$ cat src/rtl/button_debouncer_pkg.sv
// Shared definitions for the Genius button front end: button indices and
// the clock-derived default debounce window.
package genius_pkg;

  typedef enum logic [1:0] {
    BTN_GREEN  = 2'd0,
    BTN_RED    = 2'd1,
    BTN_BLUE   = 2'd2,
    BTN_YELLOW = 2'd3
  } btn_color_e;

  localparam int NUM_BTNS    = 4;
  localparam int CLK_FREQ_HZ = 50_000_000;
  localparam int DEBOUNCE_MS = 10;

  // 10 ms at 50 MHz gives 500_000 cycles
  localparam int DEBOUNCE_CYCLES_DEFAULT = (CLK_FREQ_HZ / 1000) * DEBOUNCE_MS;

endpackage

$ cat src/rtl/button_debouncer_if.sv
// Raw pad inputs and debounced levels for the four colour buttons.
// The master side drives the pads and reads the levels; the debouncer is the slave.
interface button_debouncer_if;

  logic btn_green_raw;
  logic btn_red_raw;
  logic btn_blue_raw;
  logic btn_yellow_raw;

  logic btn_green;
  logic btn_red;
  logic btn_blue;
  logic btn_yellow;

  modport master (
    output btn_green_raw,
    output btn_red_raw,
    output btn_blue_raw,
    output btn_yellow_raw,
    input  btn_green,
    input  btn_red,
    input  btn_blue,
    input  btn_yellow
  );

  modport slave (
    input  btn_green_raw,
    input  btn_red_raw,
    input  btn_blue_raw,
    input  btn_yellow_raw,
    output btn_green,
    output btn_red,
    output btn_blue,
    output btn_yellow
  );

endinterface

$ cat src/rtl/button_debouncer_channel.sv
// One debounce channel: multi-stage synchroniser, polarity normalisation,
// persistence counter and the registered stable level.
module debounce_channel
  import genius_pkg::*;
#(
  parameter int DEBOUNCE_CYCLES = DEBOUNCE_CYCLES_DEFAULT,
  parameter int SYNC_STAGES     = 2,
  parameter bit BTN_ACTIVE_LOW  = 1'b1
) (
  input  logic clk,
  input  logic rst_n,
  input  logic raw,
  output logic level
);

  localparam int CNT_W = (DEBOUNCE_CYCLES > 1) ? $clog2(DEBOUNCE_CYCLES) : 1;
  localparam logic [CNT_W-1:0] CNT_MAX = CNT_W'(DEBOUNCE_CYCLES - 1);
  localparam logic [CNT_W-1:0] CNT_ONE = CNT_W'(1);

  logic [SYNC_STAGES-1:0] sync_q;
  logic                   sync_level;
  logic [CNT_W-1:0]       cnt;

  // Shift the asynchronous pad through the synchroniser; reset loads the released pad level
  always_ff @(posedge clk) begin
    if (!rst_n) begin
      sync_q <= {SYNC_STAGES{BTN_ACTIVE_LOW}};
    end else begin
      sync_q <= {sync_q[SYNC_STAGES-2:0], raw};
    end
  end

  assign sync_level = sync_q[SYNC_STAGES-1] ^ BTN_ACTIVE_LOW;

  // Accept a new level only after it persists DEBOUNCE_CYCLES cycles in a row; any bounce restarts the count
  always_ff @(posedge clk) begin
    if (!rst_n) begin
      cnt   <= '0;
      level <= 1'b0;
    end else if (sync_level == level) begin
      cnt <= '0;
    end else if (cnt == CNT_MAX) begin
      level <= sync_level;
      cnt   <= '0;
    end else begin
      cnt <= cnt + CNT_ONE;
    end
  end

endmodule

$ cat src/rtl/button_debouncer.sv
// Four independent debounce channels, one per Genius colour button.
// The top only maps interface signals onto the channel array.
module button_debouncer
  import genius_pkg::*;
#(
  parameter int DEBOUNCE_CYCLES = DEBOUNCE_CYCLES_DEFAULT,
  parameter int SYNC_STAGES     = 2,
  parameter bit BTN_ACTIVE_LOW  = 1'b1
) (
  input logic               clk,
  input logic               rst_n,
  button_debouncer_if.slave bus
);

  logic [NUM_BTNS-1:0] raw_vec;
  logic [NUM_BTNS-1:0] level_vec;

  assign raw_vec[BTN_GREEN]  = bus.btn_green_raw;
  assign raw_vec[BTN_RED]    = bus.btn_red_raw;
  assign raw_vec[BTN_BLUE]   = bus.btn_blue_raw;
  assign raw_vec[BTN_YELLOW] = bus.btn_yellow_raw;

  assign bus.btn_green  = level_vec[BTN_GREEN];
  assign bus.btn_red    = level_vec[BTN_RED];
  assign bus.btn_blue   = level_vec[BTN_BLUE];
  assign bus.btn_yellow = level_vec[BTN_YELLOW];

  for (genvar i = 0; i < NUM_BTNS; i++) begin : g_chan
    debounce_channel #(
      .DEBOUNCE_CYCLES (DEBOUNCE_CYCLES),
      .SYNC_STAGES     (SYNC_STAGES),
      .BTN_ACTIVE_LOW  (BTN_ACTIVE_LOW)
    ) u_chan (
      .clk   (clk),
      .rst_n (rst_n),
      .raw   (raw_vec[i]),
      .level (level_vec[i])
    );
  end

endmodule

$ cat src/flat_wrapper.sv
// flat-port wrapper written by rule: the top's interface ports become plain ports
module button_debouncer_flat import genius_pkg::*;
#(
  parameter int DEBOUNCE_CYCLES = DEBOUNCE_CYCLES_DEFAULT,
  parameter int SYNC_STAGES     = 2,
  parameter bit BTN_ACTIVE_LOW  = 1'b1
)
  (clk, rst_n, bus_btn_green_raw, bus_btn_red_raw, bus_btn_blue_raw, bus_btn_yellow_raw, bus_btn_green, bus_btn_red, bus_btn_blue, bus_btn_yellow);
  button_debouncer_if bus_i ();
  input logic clk;
  input logic rst_n;
  input wire logic [$bits(bus_i.btn_green_raw)-1:0] bus_btn_green_raw;
  input wire logic [$bits(bus_i.btn_red_raw)-1:0] bus_btn_red_raw;
  input wire logic [$bits(bus_i.btn_blue_raw)-1:0] bus_btn_blue_raw;
  input wire logic [$bits(bus_i.btn_yellow_raw)-1:0] bus_btn_yellow_raw;
  output wire logic [$bits(bus_i.btn_green)-1:0] bus_btn_green;
  output wire logic [$bits(bus_i.btn_red)-1:0] bus_btn_red;
  output wire logic [$bits(bus_i.btn_blue)-1:0] bus_btn_blue;
  output wire logic [$bits(bus_i.btn_yellow)-1:0] bus_btn_yellow;
  assign bus_i.btn_green_raw = bus_btn_green_raw;
  assign bus_i.btn_red_raw = bus_btn_red_raw;
  assign bus_i.btn_blue_raw = bus_btn_blue_raw;
  assign bus_i.btn_yellow_raw = bus_btn_yellow_raw;
  assign bus_btn_green = bus_i.btn_green;
  assign bus_btn_red = bus_i.btn_red;
  assign bus_btn_blue = bus_i.btn_blue;
  assign bus_btn_yellow = bus_i.btn_yellow;
  button_debouncer #(.DEBOUNCE_CYCLES(DEBOUNCE_CYCLES), .SYNC_STAGES(SYNC_STAGES), .BTN_ACTIVE_LOW(BTN_ACTIVE_LOW)) u_core (.clk(clk), .rst_n(rst_n), .bus(bus_i));
endmodule
$ cat config.mk
export PLATFORM = sky130hd
export DESIGN_NAME = button_debouncer_flat
export DESIGN_NICKNAME = d
export VERILOG_FILES = /design/src/rtl/button_debouncer_pkg.sv /design/src/rtl/button_debouncer_if.sv /design/src/rtl/button_debouncer_channel.sv /design/src/rtl/button_debouncer.sv /design/src/flat_wrapper.sv
export SDC_FILE = /design/constraint.sdc
export NUM_CORES = 1
export LEC_CHECK = 0
export BUFFER_PORTS_ARGS = -buffer_cell sky130_fd_sc_hd__buf_2
export CAP_MARGIN = 20
export CORE_MARGIN = 2
export CORE_UTILIZATION = 54
export CTS_CLUSTER_DIAMETER = 30
export CTS_CLUSTER_SIZE = 28
export DETAILED_ROUTE_END_ITERATION = 8
export GPL_TIMING_DRIVEN = 1
export HOLD_SLACK_MARGIN = 0.08
export PLACE_DENSITY = 0.7
export SLEW_MARGIN = 20
export SYNTH_ARGS = -nofsm -noshare
export SYNTH_HDL_FRONTEND = slang
export SYNTH_SLANG_ARGS = --single-unit
$ cat constraint.sdc
create_clock -name clk -period 2.35 [get_ports clk]
set_input_delay 0.3525 -clock clk [delete_from_list [all_inputs] [get_ports clk]]
set_output_delay 0.3525 -clock clk [all_outputs]
set_load 0.02 [all_outputs]
# Yosys cells after proc, flatten, opt, wreduce, memory -nomap -nowiden
# Cells that the tools add are included.
# classes
add_sub_neg,4
n_bitwise,9
n_reduce_logical,8
n_eq_ne,8
# ops
cell,count
$add 19x1->19 const B,4
$eq 19x19->1 const B,4
$reduce_or 3->1,4
$not 1->1,9
$reduce_and 2->1,4
$eq 1x1->1,4
# totals
in_bits,6
wordCells,41
ff_bits,88

# Depth between registers and ports, before layout
# Gate-level depths: netlist of the first run.
# logic_depth
ltp_word,4
ltp_mapped,6
mapped_depth_nobuf,5

# Modules after synthesis
# Synthesis of the first run repeated with hierarchy kept, for this count alone.
# hier_totals
cells_unflattened,444
hier_area_um2,4259.1
# by_module_without_submodules
module,cells_per_inst,instances,area_per_inst_um2,seq_area_each_um2
debounce_channel,111,4,1064.8,440.4

# Worst setup path after synthesis of the first run
# Ideal clock, no wire load.
# synth_timing
path_kind,reg2reg
startpoint,reg u_core.g_chan[0].u_chan.cnt[9]
endpoint,reg u_core.g_chan[0].u_chan.cnt[9]
synth_period_minus_slack_ns,1.909
setup_ns,0.115
arrival_time_ns,1.795
path_stages_with_launch,7
setup_slack_ns,0.441
path_buffers,2
t_required_ns,2.235
path_cell_list,dfxtp_1 -> buf_6 -> or4b_1 -> or4_4 -> o21bai_4 -> buf_6 -> nor2_1
# synth_via
elab_chain_cells,2
# synth_rtl
item,line_no,rtl
"start, declared",button_debouncer_channel.sv:22,logic [CNT_W-1:0] cnt;
"start signal, assigned",button_debouncer_channel.sv:46,cnt <= cnt + CNT_ONE;
"parallel branches: the longest is 2 deep, another holds $add 19x1->19",n/a,
# Several ways; the timed one is not identified.
# A chain may end at the register's enable or synchronous reset.

# Worst setup path after layout of the first run
# layout_timing
startpoint,reg u_core.g_chan[1].u_chan.cnt[7]
endpoint,reg u_core.g_chan[1].u_chan.cnt[6]
# layout_via
elab_chain_cells,2
# layout_rtl
item,line_no,rtl
"start, declared",button_debouncer_channel.sv:22,
"start signal, assigned",button_debouncer_channel.sv:46,
$eq 19x19->1,button_debouncer_channel.sv:42,end else if (cnt == CNT_MAX) begin
$reduce_or 3->1 (no source line),n/a,
# Every way passes these cells.

==> results of run 1 <==
==> final cells by class <==
cell class              count  share of cell area
repair buffers             13              0.0174
clock inverters             3              0.0151
clock buffers              12              0.0360
well taps                  99              0.0288
multi-input cells         333               0.485
inverters                  10             0.00872
flip-flops and latches     88               0.409
==> path summary, 6_finish.rpt <==
| check | start | endpoint | slack (ps) | cells after the start |
|---|---|---|---|---|
| worst max-delay path | u_core.g_chan[1].u_chan.cnt[7]$_SDFF_PP0_ | u_core.g_chan[1].u_chan.cnt[6]$_SDFF_PP0_ | 280 | 4 |
| worst min-delay path | bus_btn_green_raw | u_core.g_chan[0].u_chan.sync_q[0]$_SDFF_PN1_ | 190 | 2 |
| worst max register to register | u_core.g_chan[1].u_chan.cnt[7]$_SDFF_PP0_ | u_core.g_chan[1].u_chan.cnt[6]$_SDFF_PP0_ | 280 | 4 |
| worst min register to register | u_core.g_chan[1].u_chan.sync_q[0]$_SDFF_PN1_ | u_core.g_chan[1].u_chan.sync_q[1]$_SDFF_PN1_ | 410 | 1 |
==> per-stage QoR <==
stage	power, mW	std cells	util
finish	2.69	558	0.600
global route	2.78	558	0.600
CTS	2.71	558	0.600
detailed placement	1.57	543	0.569
global placement	1.57	543	0.569
floorplan	1.56	445	-
==> synthesized netlist by cell type, types with 3 or more instances <==
cell and n:
xnor2_1 46, nand2b_1 9, ha_1 4, dfxtp_1 88, and4_1 5, nand4_1 23, mux2i_1 4, o21ai_0 3
nor2_1 76, clkbuf_1 9, o31ai_1 5, buf_6 4, or3b_2 3, a21oi_1 9, or4_1 7, or4_4 3
nand3_1 31, xor2_1 17, or3_1 3, nand2_1 30, nor4_1 24, inv_1 10, o21bai_4 3, nor3_1 13
==> cells by family (layout without fill, tap and decap cells) <==
kind of cell,Yosys count,after routing,synth area share
and+or+nand+nor,237,237,0.314
xor gates and xnor gates,63,63,0.139
muxes,4,4,0.0101
adders and majority gates,4,4,0.0126
DFF,88,88,0.444
buffers and inverters,24,38,0.0303
AOI/OAI and AO/OA,25,25,0.0501
==> state kept, by name, summed over array words and instances (netlist names) <==
| register | count |
|---|---|
| u_core.g_chan.u_chan.cnt | 76 |
| u_core.g_chan.u_chan.sync_q | 8 |
| u_core.g_chan.u_chan.level | 4 |
==> metal layers <==
layer	vias to the layer above	track usage
met5	-	0
met4	0	0.0615
met3	5	0.0419
met2	58	0.290
met1	1378	0.249
li1	1586	-
==> power by group through the flow <==
stage / Sequential (mW) / Clock [mW] / Combinational [mW]
floorplan: 1.54 / 0 / 0.0252
global placement: 1.54 / 0 / 0.0329
detailed placement: 1.54 / 0 / 0.0332
CTS: 1.50 / 1.18 / 0.0334
global route: 1.50 / 1.24 / 0.0375
finish: 1.50 / 1.15 / 0.0329
==> results.md, run 1 <==
- Fin. Hold Viols: 0
- Met2 wire length: 3110 microns
- Final Max Slew Viols: 0
- Share of Yosys cell area claimed by the top area cell type: 0.444
- M1 WL: 3620 microns
- Routed vias: 3027
- Detailed Route WL: 7110 microns
- Initial antenna violation count: 0
- Setup Buffers After CTS: 0
- Die area: 8050 sq um
- Mapped Area: 3970 sq um
- Syn_nets: 455
- CP max-delay cell: or4_4
- Post-synth top flop: dfxtp_1
- Area of the multi-input gates: 2090 sq um
- Die width: 89.7 microns
- WHS: 190 ps
- Setup Crit Path Kind: register to register
- WP buf/inv: 0
- Vias in the first global route: 2843
- Num ports: 10
- Number of flops mapped to enable cells by yosys: 0
- Wire per inst: 12.7 microns
- Min setup slack post-route: 278 ps
- Max FO, Critical Path: 17
- Yosys cell types: 35
- Post-layout min period: 2070 ps
- Clock power share: 0.428
- GPL Wtd Cong: 0.826
- Largest stage delay on the critical path: 560 ps
- Root buffer cell: clkbuf_8
- Layout area overhead: 8.48%
- Comb pwr share: 0.012
- Synthesized instance count: 445
- Mean post-synth cell area: 8.92 sq um
- Crit path DAT: 2290 ps
- Remaining DRCs: 0
- Post-route cell area: 4300 sq um
- Crit path max-delay family: simple AND/OR/NAND/NOR gates
- RSZ-0062 raised after global routing: no
- CTS Buffer Depth: 2
- CTS tree: done
- Area of the core: 7180 sq um
- Resize count post-CTS: 0
- Post-DP HPWL: 4910 microns
- Most common cell after layout, fill and taps aside: dfxtp_1
- Initial DRC count: 82
- Fin crit share: 0.882
- Top post-synthesis cells by area: dfxtp_1 44%, xnor2_1 10%, nor2_1 7.2%
- Port bufs: 9
- Status: complete, no violations
- Max-Cap Viols: 0
- H-tree levels: 3
- TritonCTS Buffers: 9
- CTS Hold Bufs: 0
- Total GRT Usage: 0.183
- Warnings, synthesis: 0
- Path type of the worst min-delay path: primary input to register
- Crit. End Element: register
- Nets: 465
- Reg area: 1760 sq um
- Reg power frac: 0.560
- Critical path data required time: 2570 ps
- Drt first pass iters: 4
- Initial core utilization: 0.553
- Async set-reset flop share out of synthesis: 0
- Gr ovfl total: 0
- Pre-CTS setup slack: 299 ps
- Remaining antenna violation count after routing: 0
- Diodes inserted: 0
- Maximum VDD drop: 391 uV
- Relative slew slack: 0.580
- Placement Rows: 31
- Pleak: 1.23 nW
- Area after DPL: 4080 sq um
- Sw Ratio: 0.195
- First-pass GRT wire length: 12400 microns
- Slew at the pin with the worst max-slew slack: 624 ps
- Yosys reg bits: 88
- Sequential fraction of the synthesis area: 0.444
- CP Cell Sequence: or4_1 -> or4_4 -> o21bai_4 -> nor2_1
- Vias per std cell: 5.42
- Clock Sinks: 88
- Largest net degree at the start of global routing: 18
- Most frequent cells in the layout: 88 x dfxtp_1, 76 x nor2_1, 46 x xnor2_1
- Psw: 0.523 mW
- Cell-internal power: 2.16 mW
- Worst-Skew Late Latency: 340 ps
- Setup violators final: 0
- Worst-path clk slew: 90 ps
- Number of fill cells in the layout: 646
- Fmax: 483 MHz
- Layout cells sized above 1: 0.0893
- TNS Setup: 0 ps
- Die Y: 89.7 microns
- CP startpoint kind: register
- Synth area leader: dfxtp_1
- PwrDens: 624 nW/um^2
- Layout Skew: 9.13 ps
- Top layer in use: met4
- DR WL met3: 301 microns
No activity file was read; power rests on OpenSTA's default activity.
==> inputs of run 2 (changes only) <==
CORE_ASPECT_RATIO = 0.5   (was unset)
PLACE_DENSITY = 0.74   (was 0.7)
==> run 2 against run 1 <==
Against the previous run:
- register-to-register slack about the same
- combinational power is 3% higher
- first-iteration DRC count rose by 130%
- non-clock buffer count unchanged
- largest power group is now clock
==> results.md, run 2 (synthesis results as in run 1) <==
- Status: complete, no violations
- Fin crit share: 0.883
- Gr ovfl total: 0
- Setup Crit Path Kind: register to register
- Crit path DAT: 2290 ps
- Nets: 465
- Worst-Skew Late Latency: 340 ps
- Slew at the pin with the worst max-slew slack: 638 ps
- Vias per std cell: 5.48
- Maximum VDD drop: 381 uV
- Root buffer cell: clkbuf_16
- GPL Wtd Cong: 0.812
- Largest regs: u_core.g_chan.u_chan.cnt (76), u_core.g_chan.u_chan.sync_q (8), u_core.g_chan.u_chan.level (4)
- Crit path max-delay family: simple AND/OR/NAND/NOR gates
- Critical path data required time: 2560 ps
- Max FFs per register: 76
- Initial DRC count: 187
- Largest net degree at the start of global routing: 18
- Crit. End Element: register
- Relative slew slack: 0.571
- RSZ-0062 raised after global routing: no
- Port bufs: 9
- Max FO, Critical Path: 16
- Worst-path clk slew: 60 ps
- Resize count post-CTS: 0
- Final Max Slew Viols: 0
- Path type of the worst min-delay path: primary input to register
- Setup violators final: 0
- Fmax: 482 MHz
- PnR Total Power: 3.05 mW
- Detailed Route WL: 7280 microns
- TritonCTS Buffers: 9
- Area of the multi-input gates: 2090 sq um
- Wire per inst: 13.1 microns
- PwrDens: 693 nW/um^2
- CTS Hold Bufs: 0
- Post-DP HPWL: 4940 microns
- WP buf/inv: 0
- Most frequent cells in the layout: 88 x dfxtp_1, 76 x nor2_1, 46 x xnor2_1
- Layout area overhead: 10.9%
- CTS Buffer Depth: 2
- Remaining antenna violation count after routing: 0
- CP Cell Sequence: or4b_1 -> or4_4 -> o21bai_4 -> nor2_1
- Area of the core: 7210 sq um
- CTS tree: done
- CP max-delay cell: or4_4
- Layout cells sized above 1: 0.0935
- Number of fill cells in the layout: 631
- Fin. Hold Viols: 0
- H-tree levels: 3
- R2r setup slk: 280 ps
- Post-layout min period: 2070 ps
- Diodes inserted: 0
- Die Y: 64.6 microns
- Most common cell after layout, fill and taps aside: dfxtp_1
- Max-Cap Viols: 0
- Num ports: 10
- CP startpoint kind: register
- Remaining DRCs: 0
- Total GRT Usage: 0.195
- Setup Buffers After CTS: 0
- Initial antenna violation count: 0
- Largest reg by FF count: u_core.g_chan.u_chan.cnt
- Vias in the first global route: 2819
- Placement Rows: 22
- Routed vias: 3046
- Die area: 8090 sq um
- Clock Sinks: 88
- TNS Setup: 0 ps
- Pleak: 1.27 nW
- Layout Skew: 5.38 ps
- Initial core utilization: 0.550
- First-pass GRT wire length: 12700 microns
- Drt first pass iters: 4
- Largest stage delay on the critical path: 580 ps
- Die width: 125 microns
- Reg area: 1760 sq um
-- run 2: worst reg2reg max path, cell delays in order (launching register included) --
cell	delay, ps
dfxtp_1	370
or4b_1	530
or4_4	580
o21bai_4	370
nor2_1	100
-- run 2: cell type report --
type | instances | area share
multi-input combinational | 333 | 0.474
timing repair buffer | 13 | 0.0171
clock inverter | 7 | 0.0216
clock buffer | 9 | 0.0512
inverter | 10 | 0.00853
sequential | 88 | 0.400
tap | 96 | 0.0273
-- run 2: final timing paths --
path | from | end | depth (start not counted)
max reg2reg | u_core.g_chan[0].u_chan.cnt[10]$_SDFF_PP0_ | u_core.g_chan[0].u_chan.cnt[11]$_SDFF_PP0_ | 4
max | u_core.g_chan[0].u_chan.cnt[10]$_SDFF_PP0_ | u_core.g_chan[0].u_chan.cnt[11]$_SDFF_PP0_ | 4
min | bus_btn_red_raw | u_core.g_chan[1].u_chan.sync_q[0]$_SDFF_PN1_ | 2
min reg2reg | u_core.g_chan[1].u_chan.sync_q[0]$_SDFF_PN1_ | u_core.g_chan[1].u_chan.sync_q[1]$_SDFF_PN1_ | 1
-- run 2: stage by stage --
step	utilization	std cells	setup WS [ps]	hold slack, ps	area, sq um
6_report	0.610	556	275	187	4400
5_1_grt	0.610	556	178	187	4400
4_1_cts	0.610	556	268	186	4400
3_5_place_dp	0.566	540	276	398	4080
3_3_place_gp	0.566	540	303	389	4080
2_1_floorplan	-	445	441	386	3970
-- run 2: routing by layer --
metal  wire (microns)  vias up  global-route usage  part of all wire
li1                 -     1594                   -                 -
met1             3700     1406               0.253              0.51
met2             3270       39               0.315              0.45
met3              254        7              0.0595             0.035
met4               50        0              0.0611            0.0069
met5                0        -                   0                 0
-- run 2: report_power, final --
| group | switching (mW) | internal [mW] |
|---|---|---|
| clock network | 0.580 | 0.932 |
| registers | 0.00497 | 1.50 |
| logic | 0.0195 | 0.0145 |
==> inputs of run 3 (changes only) <==
clock period = 2.6 ns   (was 2.35 ns; I/O delays follow)
==> run 3 against run 2 <==
Against the previous run:
- register-to-register slack improved by 250 ps
- hold slack improved by 37 ps
- first-iteration DRC count rose by 9.6%
- largest cell class unchanged
- critical endpoint is now u_core.g_chan[0].u_chan.cnt[14]$_SDFF_PP0_
- global-route usage fell by 0.66 points
- critical path type unchanged
- design area rose by 0.45%
==> results.md, run 3 (synthesis results as in run 1) <==
- Status: complete, no violations
- GPL Wtd Cong: 0.819
- Most frequent cells in the layout: 88 x dfxtp_1, 76 x nor2_1, 46 x xnor2_1
- Setup Buffers After CTS: 0
- Most common cell after layout, fill and taps aside: dfxtp_1
- Nets: 463
- Vias per std cell: 5.50
- Layout area overhead: 11.4%
- Crit path DAT: 2290 ps
- Layout cells sized above 1: 0.0895
- Layout Skew: 5.19 ps
- Initial core utilization: 0.550
- Reg area: 1760 sq um
- First-pass GRT wire length: 12400 microns
- Post-route cell area: 4420 sq um
- CP startpoint kind: register
- Worst-Skew Late Latency: 340 ps
- Die area: 8090 sq um
- Initial antenna violation count: 0
- Setup violators final: 0
- Diodes inserted: 0
- Worst-path clk slew: 60 ps
- TritonCTS Buffers: 9
- RR Startpoint: u_core.g_chan[0].u_chan.cnt[10]$_SDFF_PP0_
- Total GRT Usage: 0.188
- Path type of the worst min-delay path: primary input to register
- Die width: 125 microns
- CTS tree: done
- Clock Sinks: 88
- Root buffer cell: clkbuf_16
- Drt first pass iters: 5
- Crit. End Element: register
- Max-Cap Viols: 0
- Setup Crit Path Kind: register to register
- Largest reg by FF count: u_core.g_chan.u_chan.cnt
- Pre-CTS setup slack: 529 ps
- CTS Hold Bufs: 0
- Critical Path Start: u_core.g_chan[0].u_chan.cnt[10]$_SDFF_PP0_
- Post-DP HPWL: 4690 microns
- Detailed Route WL: 6950 microns
- Vias in the first global route: 2747
- Maximum VDD drop: 373 uV
- Fin. Hold Viols: 0
- Fmax: 482 MHz
- Port bufs: 9
- Post-layout min period: 2070 ps
- Area of the multi-input gates: 2090 sq um
- Die Y: 64.6 microns
- H-tree levels: 3
- PwrDens: 653 nW/um^2
- Placement Rows: 22
- Remaining DRCs: 0
- Num ports: 10
- TNS Setup: 0 ps
- Fin crit share: 0.797
- Area after DPL: 4070 sq um
- Final Max Slew Viols: 0
- Final core occ: 0.613
- Critical path data required time: 2820 ps
- Gr ovfl total: 0
- Wire per inst: 12.6 microns
- Largest regs: u_core.g_chan.u_chan.cnt (76), u_core.g_chan.u_chan.sync_q (8), u_core.g_chan.u_chan.level (4)
- CP Capture Point: u_core.g_chan[0].u_chan.cnt[14]$_SDFF_PP0_
- Largest net degree at the start of global routing: 18
- CTS Buffer Depth: 2
- Number of fill cells in the layout: 594
- Remaining antenna violation count after routing: 0
- Max FO, Critical Path: 16
- Pleak: 1.28 nW
- Reg-to-reg endpoint: u_core.g_chan[0].u_chan.cnt[14]$_SDFF_PP0_
- Max FFs per register: 76
- Resize count post-CTS: 0
- Slew at the pin with the worst max-slew slack: 603 ps
- Routed vias: 3049
- PnR Total Power: 2.88 mW
- RSZ-0062 raised after global routing: no
- Area of the core: 7210 sq um
- Logic depth of the worst register-to-register path: 4
- R2r setup slk: 530 ps
- Min setup slack post-route: 527 ps
- Initial DRC count: 205
- Relative slew slack: 0.595
==> run 3: final cells by class <==
cell class | instances | area share
Sequential cell | 88 | 0.399
Inverter | 10 | 0.00849
Clock inverter | 6 | 0.0263
Tap cell | 96 | 0.0272
Timing Repair Buffer | 11 | 0.0136
Multi-Input combinational cell | 333 | 0.472
Clock buffer | 10 | 0.0541
==> run 3: worst min path at each step <==
| stage | from | end | slack [ps] | depth (start not counted) |
|---|---|---|---|---|
| 2_1_floorplan | u_core.g_chan[0].u_chan.sync_q[0]$_SDFF_PN1_ | u_core.g_chan[0].u_chan.sync_q[1]$_SDFF_PN1_ | 390 | 1 |
| 3_3_place_gp | u_core.g_chan[3].u_chan.sync_q[0]$_SDFF_PN1_ | u_core.g_chan[3].u_chan.sync_q[1]$_SDFF_PN1_ | 390 | 1 |
| 3_5_place_dp | u_core.g_chan[2].u_chan.sync_q[0]$_SDFF_PN1_ | u_core.g_chan[2].u_chan.sync_q[1]$_SDFF_PN1_ | 400 | 1 |
| 4_1_cts | bus_btn_red_raw | u_core.g_chan[1].u_chan.sync_q[0]$_SDFF_PN1_ | 210 | 2 |
| 5_1_grt | bus_btn_red_raw | u_core.g_chan[1].u_chan.sync_q[0]$_SDFF_PN1_ | 210 | 2 |
| 6_report | bus_btn_red_raw | u_core.g_chan[1].u_chan.sync_q[0]$_SDFF_PN1_ | 220 | 2 |
==> run 3: worst max-delay path, stage by stage, from the launching register on <==
cell	delay (ps)
dfxtp_1	370
or4b_1	540
or4_4	580
o21bai_4	350
nor2_1	100
==> run 3: power breakdown <==
group / internal, mW / switching, mW
combinational: 0.0131 / 0.0168
clock: 0.969 / 0.525
sequential: 1.36 / 0.00430
total: 2.34 / 0.547
==> run 3: metrics by stage <==
| step | hold slack (ps) | instances |
|---|---|---|
| CTS | 212 | 554 |
| global route | 212 | 554 |
| floorplan | 386 | 445 |
| detailed placement | 396 | 538 |
| global placement | 392 | 538 |
| finish | 224 | 554 |
==> run 3: routing by layer <==
metal  GRT usage  wire length, microns
met1       0.258                  3660
met2       0.279                  2930
met3      0.0702                   286
met4      0.0528                    72
met5           0                     0
